[src/rtl/csr_access_ctrl_ysyx_23060136.sv]
// CSR access sequencer: turns CSR instructions and ECALL/MRET trap sequences
// into single-port CSR-file accesses, one per cycle, with a registered response.
module csr_access_ctrl_ysyx_23060136 #(
    parameter int              XLEN         = 32,
    parameter logic [XLEN-1:0] MCAUSE_ECALL = 32'd11
) (
    input  logic            clk,
    input  logic            rst,
    input  logic            req_valid,
    output logic            req_ready,
    input  logic [2:0]      req_op,
    input  logic [2:0]      req_csr_idx,
    input  logic [XLEN-1:0] req_wdata,
    input  logic [XLEN-1:0] req_pc,
    output logic            resp_valid,
    input  logic            resp_ready,
    output logic [XLEN-1:0] resp_rdata,
    output logic            resp_redirect,
    output logic [XLEN-1:0] resp_target,
    output logic            resp_illegal,
    output logic [2:0]      csr_raddr,
    input  logic [XLEN-1:0] csr_rdata,
    output logic            csr_wen,
    output logic [2:0]      csr_waddr,
    output logic [XLEN-1:0] csr_wdata
);

    localparam logic [2:0] OP_RW    = 3'd1;
    localparam logic [2:0] OP_RS    = 3'd2;
    localparam logic [2:0] OP_RC    = 3'd3;
    localparam logic [2:0] OP_ECALL = 3'd4;
    localparam logic [2:0] OP_MRET  = 3'd5;

    localparam logic [2:0] IDX_MSTATUS   = 3'd1;
    localparam logic [2:0] IDX_MTVEC     = 3'd2;
    localparam logic [2:0] IDX_MEPC      = 3'd3;
    localparam logic [2:0] IDX_MCAUSE    = 3'd4;
    localparam logic [2:0] IDX_MVENDORID = 3'd5;
    localparam logic [2:0] IDX_MARCHID   = 3'd6;

    typedef enum logic [3:0] {
        S_IDLE, S_RW, S_EC_EPC, S_EC_CAUSE, S_EC_STAT, S_EC_VEC,
        S_MR_STAT, S_MR_EPC, S_ILL, S_RESP
    } state_e;

    state_e          state_q, state_d;
    logic [2:0]      op_q, op_d;
    logic [2:0]      idx_q, idx_d;
    logic [XLEN-1:0] wdata_q, wdata_d;
    logic [XLEN-1:0] pc_q, pc_d;
    logic [XLEN-1:0] rdata_q, rdata_d;
    logic [XLEN-1:0] target_q, target_d;
    logic            redirect_q, redirect_d;
    logic            illegal_q, illegal_d;
    logic [XLEN-1:0] new_val;

    // Read-only CSRs are legal only as pure reads (CSRRS/CSRRC with zero operand).
    function automatic state_e decode(input logic [2:0] op, input logic [2:0] idx,
                                      input logic wd_zero);
        state_e nxt;
        nxt = S_ILL;
        case (op)
            OP_RW, OP_RS, OP_RC: begin
                if (idx >= IDX_MSTATUS && idx <= IDX_MCAUSE)
                    nxt = S_RW;
                else if ((idx == IDX_MVENDORID || idx == IDX_MARCHID) && op != OP_RW && wd_zero)
                    nxt = S_RW;
            end
            OP_ECALL: nxt = S_EC_EPC;
            OP_MRET:  nxt = S_MR_STAT;
            default:  nxt = S_ILL;
        endcase
        return nxt;
    endfunction

    always_comb begin
        state_d    = state_q;
        op_d       = op_q;
        idx_d      = idx_q;
        wdata_d    = wdata_q;
        pc_d       = pc_q;
        rdata_d    = rdata_q;
        target_d   = target_q;
        redirect_d = redirect_q;
        illegal_d  = illegal_q;
        new_val    = '0;
        req_ready  = 1'b0;
        resp_valid = 1'b0;
        csr_raddr  = '0;
        csr_wen    = 1'b0;
        csr_waddr  = '0;
        csr_wdata  = '0;

        case (state_q)
            S_IDLE: begin
                req_ready = 1'b1;
                if (req_valid) begin
                    op_d    = req_op;
                    idx_d   = req_csr_idx;
                    wdata_d = req_wdata;
                    pc_d    = req_pc;
                    state_d = decode(req_op, req_csr_idx, req_wdata == '0);
                end
            end
            S_RW: begin
                csr_raddr = idx_q;
                rdata_d   = csr_rdata;
                case (op_q)
                    OP_RW:   new_val = wdata_q;
                    OP_RS:   new_val = csr_rdata | wdata_q;
                    default: new_val = csr_rdata & ~wdata_q;
                endcase
                // Set/clear with a zero operand is a pure read: no write side effects.
                csr_wen = (op_q == OP_RW) || (wdata_q != '0);
                if (csr_wen) begin
                    csr_waddr = idx_q;
                    csr_wdata = new_val;
                end
                state_d = S_RESP;
            end
            S_EC_EPC: begin
                csr_wen   = 1'b1;
                csr_waddr = IDX_MEPC;
                csr_wdata = pc_q;
                state_d   = S_EC_CAUSE;
            end
            S_EC_CAUSE: begin
                csr_wen   = 1'b1;
                csr_waddr = IDX_MCAUSE;
                csr_wdata = MCAUSE_ECALL;
                state_d   = S_EC_STAT;
            end
            S_EC_STAT: begin
                csr_raddr      = IDX_MSTATUS;
                new_val        = csr_rdata;
                new_val[7]     = csr_rdata[3];
                new_val[3]     = 1'b0;
                new_val[12:11] = 2'b11;
                csr_wen        = 1'b1;
                csr_waddr      = IDX_MSTATUS;
                csr_wdata      = new_val;
                state_d        = S_EC_VEC;
            end
            S_EC_VEC: begin
                csr_raddr  = IDX_MTVEC;
                target_d   = {csr_rdata[XLEN-1:2], 2'b00};
                redirect_d = 1'b1;
                state_d    = S_RESP;
            end
            S_MR_STAT: begin
                csr_raddr      = IDX_MSTATUS;
                new_val        = csr_rdata;
                new_val[3]     = csr_rdata[7];
                new_val[7]     = 1'b1;
                new_val[12:11] = 2'b00;
                csr_wen        = 1'b1;
                csr_waddr      = IDX_MSTATUS;
                csr_wdata      = new_val;
                state_d        = S_MR_EPC;
            end
            S_MR_EPC: begin
                csr_raddr  = IDX_MEPC;
                target_d   = csr_rdata;
                redirect_d = 1'b1;
                state_d    = S_RESP;
            end
            S_ILL: begin
                illegal_d = 1'b1;
                state_d   = S_RESP;
            end
            S_RESP: begin
                resp_valid = 1'b1;
                // Clear response fields on retire so an idle controller presents zeros.
                if (resp_ready) begin
                    rdata_d    = '0;
                    target_d   = '0;
                    redirect_d = 1'b0;
                    illegal_d  = 1'b0;
                    state_d    = S_IDLE;
                end
            end
            default: state_d = S_IDLE;
        endcase
    end

    always_ff @(posedge clk or posedge rst) begin
        if (rst) begin
            state_q    <= S_IDLE;
            op_q       <= '0;
            idx_q      <= '0;
            wdata_q    <= '0;
            pc_q       <= '0;
            rdata_q    <= '0;
            target_q   <= '0;
            redirect_q <= 1'b0;
            illegal_q  <= 1'b0;
        end else begin
            state_q    <= state_d;
            op_q       <= op_d;
            idx_q      <= idx_d;
            wdata_q    <= wdata_d;
            pc_q       <= pc_d;
            rdata_q    <= rdata_d;
            target_q   <= target_d;
            redirect_q <= redirect_d;
            illegal_q  <= illegal_d;
        end
    end

    assign resp_rdata    = rdata_q;
    assign resp_target   = target_q;
    assign resp_redirect = redirect_q;
    assign resp_illegal  = illegal_q;

endmodule

[config.mk]
export PLATFORM = sky130hd
export DESIGN_NAME = csr_access_ctrl_ysyx_23060136
export DESIGN_NICKNAME = d
export VERILOG_FILES = /design/src/rtl/csr_access_ctrl_ysyx_23060136.sv
export SDC_FILE = /design/constraint.sdc
export NUM_CORES = 1
export LEC_CHECK = 0
export ABC_AREA = 1
export CORE_MARGIN = 2
export CORE_UTILIZATION = 51
export CTS_CLUSTER_DIAMETER = 100
export CTS_CLUSTER_SIZE = 25
export DETAILED_ROUTE_END_ITERATION = 10
export GPL_TIMING_DRIVEN = 0
export HOLD_SLACK_MARGIN = 0.05
export PLACE_DENSITY_LB_ADDON = 0.12
export SYNTH_ARGS = -nofsm -noshare
export SYNTH_HDL_FRONTEND = slang
export SYNTH_SLANG_ARGS = --single-unit
[constraint.sdc]
create_clock -name clk -period 9.2 [get_ports clk]
set_input_delay 1.84 -clock clk [delete_from_list [all_inputs] [get_ports clk]]
set_output_delay 1.84 -clock clk [all_outputs]
set_load 0.01 [all_outputs]
Word-level counts from Yosys, hierarchy flattened
Index checks and enable logic that the tools add are counted. Widths: inputs -> output; s select.

Register bits: 140. Input port bits: 106. Output and inout port bits: 107. Word-level logic and storage cells: 79.

Order comparisons: 2. Eq/ne operators: 21. Muxes and demuxes: 21. Bitwise operators: 3. Reductions and logical operators: 23.

Operators by type and width (count): $pmux 32 s5 (1); $pmux 32 s2 (2); $pmux 32 s3 (1); $mux 32 (2); $and 32x32->32 (1); $logic_not 32->1 (1); $not 32->32 (1); $or 32x32->32 (1); $reduce_bool 32->1 (1); $pmux 4 s7 (1); $pmux 3 s4 (2); $eq 4x3->1 const B (4); $mux 4 (4); $eq 3x3->1 const B (4); $pmux 4 s3 (1); $reduce_and 2->1 (6); $eq 3x2->1 const B (3); $eq 4x2->1 const B (2); $eq 4x4->1 const B (2); $reduce_or 4->1 (2); $eq 3x1->1 const B (2); $pmux 1 s2 (3); $reduce_bool 2->1 (3); $eq 4x1->1 const B (1); other kinds (12) (19).

Logic depth before layout (Yosys ltp)
Gate-level depths: netlist of the first run.

Word-level depth: 9. Gate-level depth with buffers: 12. Depth with buffers taken out: 12.

Worst setup path before layout of the first run
Ideal clock, no wire load.

Path kind: input -> output. Start: input port csr_rdata[0]. End: output port csr_wdata[0]. Data arrival time: 2377 ps. Data required time: 7360 ps. Setup slack: 4983 ps. Stages on the path: 4. Path buffers: 0. Path through: inv_1 > o21ai_0 > o21ai_0 > o21ai_0.

Cells in the longest elaborated chain, start to end: 4.

RTL lines: start, declared (line 22) `input logic [XLEN-1:0] csr_rdata,`; $and 32x32->32 / $or 32x32->32 (equally long branches) (line 111, 110); $pmux 32 s2 (line 108) `case (op_q)`; $mux 32 (line 115) `if (csr_wen) begin`; $pmux 32 s5 * (line 94) `case (state_q)`; end, declared (line 25) `output logic [XLEN-1:0] csr_wdata`.

Mark *: on every way between the ends. The rest lies on a longest branch, timed or not.

Final worst setup path of the first run
Same ends and word-level chain as after synthesis.

==> results of run 1 <==
worst register-to-register path, stage by stage, from the launching register on:
cell and delay [ns]:
dfrtp_1 0.47, nor2_1 0.21, nand2_1 0.21, nor2_4 0.21
clkbuf_1 0.45, o21ai_0 0.18
layout by cell type (no fill, tap or decap), types with 4 or more instances in the layout:
master,instances
inv_2,7
o22ai_1,27
clkbuf_1,16
nand4_1,7
nand3_1,80
nor2_4,5
buf_6,6
inv_1,112
o21ai_1,44
clkinvlp_4,4
buf_2,19
nand3_2,20
nand2_1,106
dfrtp_1,140
clkdlybuf4s50_1,212
a21o_1,17
mux2_2,6
nor2_1,35
clkinv_2,4
nor3_1,4
o21bai_1,9
clkbuf_16,17
o21ai_0,133
buf_4,6
worst max path at each step:
| stage | depth (start not counted) | slack [ns] | endpoint | from |
|---|---|---|---|---|
| 6_report | 6 | 3.89 | csr_wdata[0] | csr_rdata[0] |
| 5_1_grt | 6 | 3.71 | csr_wdata[27] | csr_rdata[27] |
| 4_1_cts | 6 | 3.88 | csr_wdata[29] | csr_rdata[29] |
| 3_5_place_dp | 6 | 3.89 | csr_wdata[29] | csr_rdata[29] |
| 3_3_place_gp | 2 | 1.70 | pc_q[3]$_DFFE_PP0P_ | rst |
| 2_1_floorplan | 1 | 3.61 | idx_q[0]$_DFFE_PP0P_ | rst |
through the flow:
stage          std cells  utilization  area, sq um
3_3_place_gp        1203        0.698         9240
2_1_floorplan        815            -         6900
4_1_cts             1235        0.744         9860
5_1_grt             1235        0.744         9860
6_report            1235        0.744         9860
3_5_place_dp        1204        0.700         9270
area by class of cell:
class	count	area, sq um
plain buffers	48	272
clock buffers	20	467
clock inverters	11	119
fillers	1041	3380
inverters	121	459
multi-input cells	506	2670
flip-flops and latches	140	3500
well taps	176	220
repair buffers	213	2150
flip-flops by register name, indices dropped and copies added (netlist names), 3 cells and up:
name         flops
resp_target     32
resp_rdata      32
idx_q            3
state_q          4
op_q             3
pc_q            32
wdata_q         32
metal layers:
| metal | vias up | track usage | part of all wire |
|---|---|---|---|
| li1 | 3175 | - | - |
| met1 | 3299 | 0.451 | 0.42 |
| met2 | 386 | 0.497 | 0.46 |
| met3 | 50 | 0.0608 | 0.087 |
| met4 | 0 | 0.145 | 0.031 |
| met5 | - | 0 | 0 |
report_power, final:
group,internal (W),leakage [nW],switching (W)
Clock,0.000417,0.280,0.000259
Sequential,0.000896,1.77,0.000132
Combinational,0.000696,2.46,0.000856
logic make-up (layout without fill, tap and decap cells):
| kind of cell | count (synthesis) | in the layout | share of synthesized area |
|---|---|---|---|
| AOI/OAI and AO/OA | 237 | 237 | 0.188 |
| xor gates and xnor gates | 1 | 1 | 0.00127 |
| buffers and inverters | 169 | 413 | 0.105 |
| DFF | 140 | 140 | 0.508 |
| muxes | 6 | 6 | 0.00979 |
| and+or+nand+nor | 262 | 262 | 0.188 |
==> metrics.yaml, run 1 <==
place:
  hpwl_mm: 16.7
  place_congestion: 0.933
  io_buffers: 212
  place_ws_ns: 3.89
worst_setup_path:
  critPathKind: "input port to output pin"
  path_delay_family: "buffers and inverters"
  cp-start-kind: "input port"
  r2r_slack_ns: 7.31
  max_stage_delay_ns: 0.56
  cp_cell_sequence: "clkdlybuf4s50_1 -> inv_1 -> o21ai_0 -> o21ai_0 -> o21ai_0 -> clkdlybuf4s50_1"
  r2r_start: "state_q[0]$_DFFE_PP0P_"
  crit_top_cell: "o21ai_0"
  arrival_ns: 3.47
  path_buf_inv: 3
  cp_slowest_cell: "clkdlybuf4s50_1"
  critPathMaxFanout: 3
  r2r-end: "pc_q[4]$_DFFE_PP0P_"
  worst_r2r_path_depth: 5
  critPathCaptureType: "output pin"
  required_ns: 7.36
route:
  dr.pass1.iters: 5
  ant_nets: 0
  vias: 6910
  drc_errors: 0
  viasPerCell: 5.60
  drt_wl_total_mm: 22.8
  wire_per_inst_um: 18.5
  dr.first_iter.drc_count: 743
sta:
  worst_pin_slew_ns: 0.646
  hold_violations: 0
  tns_ns: 0
  max_freq_mhz: 188
  hold_ws_ns: 0.474
  setup_slack_ns: 3.89
  rsz0062_at_grt: "no"
  finalCriticalPeriod_ns: 5.31
  slew_headroom: 0.569
  finalCritPeriodShare: 0.577
  setup_viol: 0
  fin_worst_skew_ns: 0.00455
  slew_violations: 0
cts:
  clk_pin_slew_ns: 0.06
  tritoncts: "yes"
  clock_latency_ns: 0.42
  numCtsBuffers: 17
  ctsHoldBuffers: 0
  post_cts_buffers: 0
  cts_root_buf: "clkbuf_16"
  clock_path_buffers: 2
  htreeDepth: 4
  cts_resized: 0
  cts.sinks: 140
global_route:
  grt_pass1_wl_mm: 35.3
  grtUsageTotal: 0.324
  grt_max_degree: 90
  antenna_found_initial: 0
  grt_overflow_total: 0
  grt_pass1_vias: 6659
final_layout:
  nets: 1153
  num_antenna_cells: 0
  area_growth_pct: 42.9
  layout-drive-gt1-share: 0.100
power_and_ir_drop:
  vdd_drop_max_mv: 0.172
  power.total_w: 0.00326
  p_leak_nw: 4.52
  power_density_nw_per_um2: 330
synthesis:
  syn_area_sq_um: 6900
  ys.flop_type: "dfrtp_1"
  synth_common_cells: "dfrtp_1, o21ai_0, inv_1"
  yosysTopAreaCellShare: 0.508
  syn_nets: 921
  synth_area_per_cell_sq_um: 8.46
  seq_area_frac_synth: 0.508
  syn_inst: 815
  ys_async_sr_fraction: 1.00
  yosysTopAreaCell: "dfrtp_1"
  synth_cell_types: 32
  ys_warn_count: 0
  synth-seq-cells: 140
  yosys-top-cells-area: "dfrtp_1, o21ai_0, inv_1"
  synth_edf_count: 0
  synth.most_common_cell: "dfrtp_1"
floorplanning:
  std_cell_rows: 42
  fp.coreArea_sq_um: 13200
  io_pins: 213
  start_util: 0.521
  die_w_um: 120
  dieHeight_um: 120
  die_area_sq_um: 14500
outcome:
  status: "finished clean"
min_path:
  holdPathEnd: "resp_redirect$_DFFE_PP0P_"
  hold_class: "flop to flop"
  min_from: "resp_redirect$_DFFE_PP0P_"
  hold_depth: 2
run:
  maxCapViolations: 0
(Power assumes the default switching activity.)
==> run 2, diff against run 1 <==
- CORE_UTILIZATION: 51 -> 47
- clock period: 9.2 -> 5.4 ns (I/O delays scaled with it)
==> metrics.yaml, run 2 (synthesis results as in run 1) <==
outcome:
  status: "finished clean"
worst_setup_path:
  critPathMaxFanout: 10
  critPathKind: "flop to output pin"
  arrival_ns: 2.86
  required_ns: 4.32
  r2r-end: "op_q[0]$_DFFE_PP0P_"
  cp_slowest_cell: "clkdlybuf4s50_1"
  path_buf_inv: 4
  cp-start-kind: "flop"
  startpoint: "state_q[3]$_DFFE_PP0P_"
  path_delay_family: "buffers and inverters"
  max_stage_delay_ns: 0.54
  cp_num_cells: 8
  worst_r2r_path_depth: 5
  r2r_slack_ns: 3.47
  cp_cell_sequence: "inv_2 -> nand2_1 -> nor2_4 -> clkinv_1 -> buf_2 -> o22ai_1 -> a21o_1 -> clkdlybuf4s50_1"
  r2r_start: "state_q[0]$_DFFE_PP0P_"
  critPathCaptureType: "output pin"
  endpoint: "csr_wdata[4]"
cts:
  clock_path_buffers: 2
  ctsHoldBuffers: 0
  htreeDepth: 4
  cts_resized: 0
  tritoncts: "yes"
  cts_root_buf: "clkbuf_16"
  clock_latency_ns: 0.42
  clk_pin_slew_ns: 0.05
  numCtsBuffers: 17
  post_cts_buffers: 0
  cts.sinks: 140
global_route:
  grt_overflow_total: 0
  grt_max_degree: 73
  antenna_found_initial: 0
  grtUsageTotal: 0.297
  grt_pass1_wl_mm: 36.2
  grt_pass1_vias: 6752
route:
  drt_wl_total_mm: 23.2
  ant_nets: 0
  dr.first_iter.drc_count: 673
  wire_per_inst_um: 18.6
  drc_errors: 0
  vias: 6907
  dr.pass1.iters: 5
  viasPerCell: 5.55
place:
  io_buffers: 212
  post_dp_cell_area_sq_um: 9280
  place_congestion: 0.905
  place_ws_ns: 1.56
  hpwl_mm: 17.1
floorplanning:
  die_w_um: 125
  io_pins: 213
  fp.coreArea_sq_um: 14400
  die_area_sq_um: 15700
  std_cell_rows: 44
  start_util: 0.478
  dieHeight_um: 125
sta:
  max_freq_mhz: 254
  tns_ns: 0
  rsz0062_at_grt: "no"
  setup_viol: 0
  hold_violations: 0
  slew_violations: 0
  fin_worst_skew_ns: 0.00718
  finalCriticalPeriod_ns: 3.94
  worst_pin_slew_ns: 0.695
  finalCritPeriodShare: 0.730
  slew_headroom: 0.537
  setup_slack_ns: 1.46
final_layout:
  num-fill-cells: 1169
  layout-drive-gt1-share: 0.0991
  final_common_cell: "clkdlybuf4s50_1"
  final_area_sq_um: 9950
  area_growth_pct: 44.2
  layout_common_cells: "clkdlybuf4s50_1, dfrtp_1, o21ai_0"
  nets: 1153
  num_antenna_cells: 0
power_and_ir_drop:
  p_sw_w: 0.00214
  p_leak_nw: 4.56
  sequentialPowerShare: 0.305
  power_density_nw_per_um2: 576
  vdd_drop_max_mv: 0.287
  combinationalPowerShare: 0.465
  clkPwrFrac: 0.230
  internal_power_w: 0.00359
  swShare: 0.374
min_path:
  hold_class: "flop to flop"
run:
  maxCapViolations: 0
run 2: worst register-to-register path, cell delays in order, from the launching register on:
cell      delay (ns)
dfrtp_1         0.47
nor2_1          0.20
nand2_1         0.22
nor2_4          0.21
clkbuf_1        0.49
o21ai_0         0.20
run 2: area by class of cell:
| cell class | instances | area (sq um) | area share |
|---|---|---|---|
| buffer | 48 | 272 | 0.0273 |
| multi-input combinational | 506 | 2670 | 0.268 |
| clock buffer | 20 | 447 | 0.0449 |
| clock inverter | 12 | 218 | 0.0219 |
| inverter | 121 | 459 | 0.0462 |
| sequential | 140 | 3500 | 0.352 |
| tap | 184 | 230 | 0.0231 |
| timing repair buffer | 213 | 2150 | 0.216 |
run 2: worst min path at each step:
| stage | start | end | slack, ns | depth (start not counted) |
|---|---|---|---|---|
| final | resp_illegal$_DFFE_PP0P_ | resp_illegal$_DFFE_PP0P_ | 0.47 | 2 |
| after global routing | resp_redirect$_DFFE_PP0P_ | resp_redirect$_DFFE_PP0P_ | 0.50 | 2 |
| after CTS | resp_redirect$_DFFE_PP0P_ | resp_redirect$_DFFE_PP0P_ | 0.48 | 2 |
| after detailed placement | resp_redirect$_DFFE_PP0P_ | resp_redirect$_DFFE_PP0P_ | 0.46 | 2 |
| after global placement | resp_illegal$_DFFE_PP0P_ | resp_illegal$_DFFE_PP0P_ | 0.46 | 2 |
| after floorplan | idx_q[1]$_DFFE_PP0P_ | idx_q[1]$_DFFE_PP0P_ | 0.47 | 2 |
run 2: power by group through the flow:
stage          sequential [W]  clock (W)  combinational (W)
5_1_grt               0.00180    0.00138            0.00289
4_1_cts               0.00174    0.00132            0.00265
2_1_floorplan         0.00182          0            0.00133
3_5_place_dp          0.00176          0            0.00262
6_report              0.00175    0.00132            0.00266
3_3_place_gp          0.00175          0            0.00258
run 2: through the flow:
step	total power [W]	hold slack (ns)	util	instances
after floorplan	0.00314	0.468	-	815
after global placement	0.00432	0.458	0.641	1211
after detailed placement	0.00438	0.462	0.644	1212
after CTS	0.00571	0.476	0.690	1244
after global routing	0.00607	0.501	0.690	1244
final	0.00573	0.473	0.690	1244
run 2: per-layer routing:
metal | routed length [um] | share of wire | vias up | track usage
met5 | 0 | 0 | - | 0
li1 | - | - | 3177 | -
met1 | 9750 | 0.42 | 3350 | 0.408
met4 | 510 | 0.022 | 0 | 0.0882
met3 | 2050 | 0.088 | 47 | 0.0740
met2 | 10900 | 0.47 | 333 | 0.471
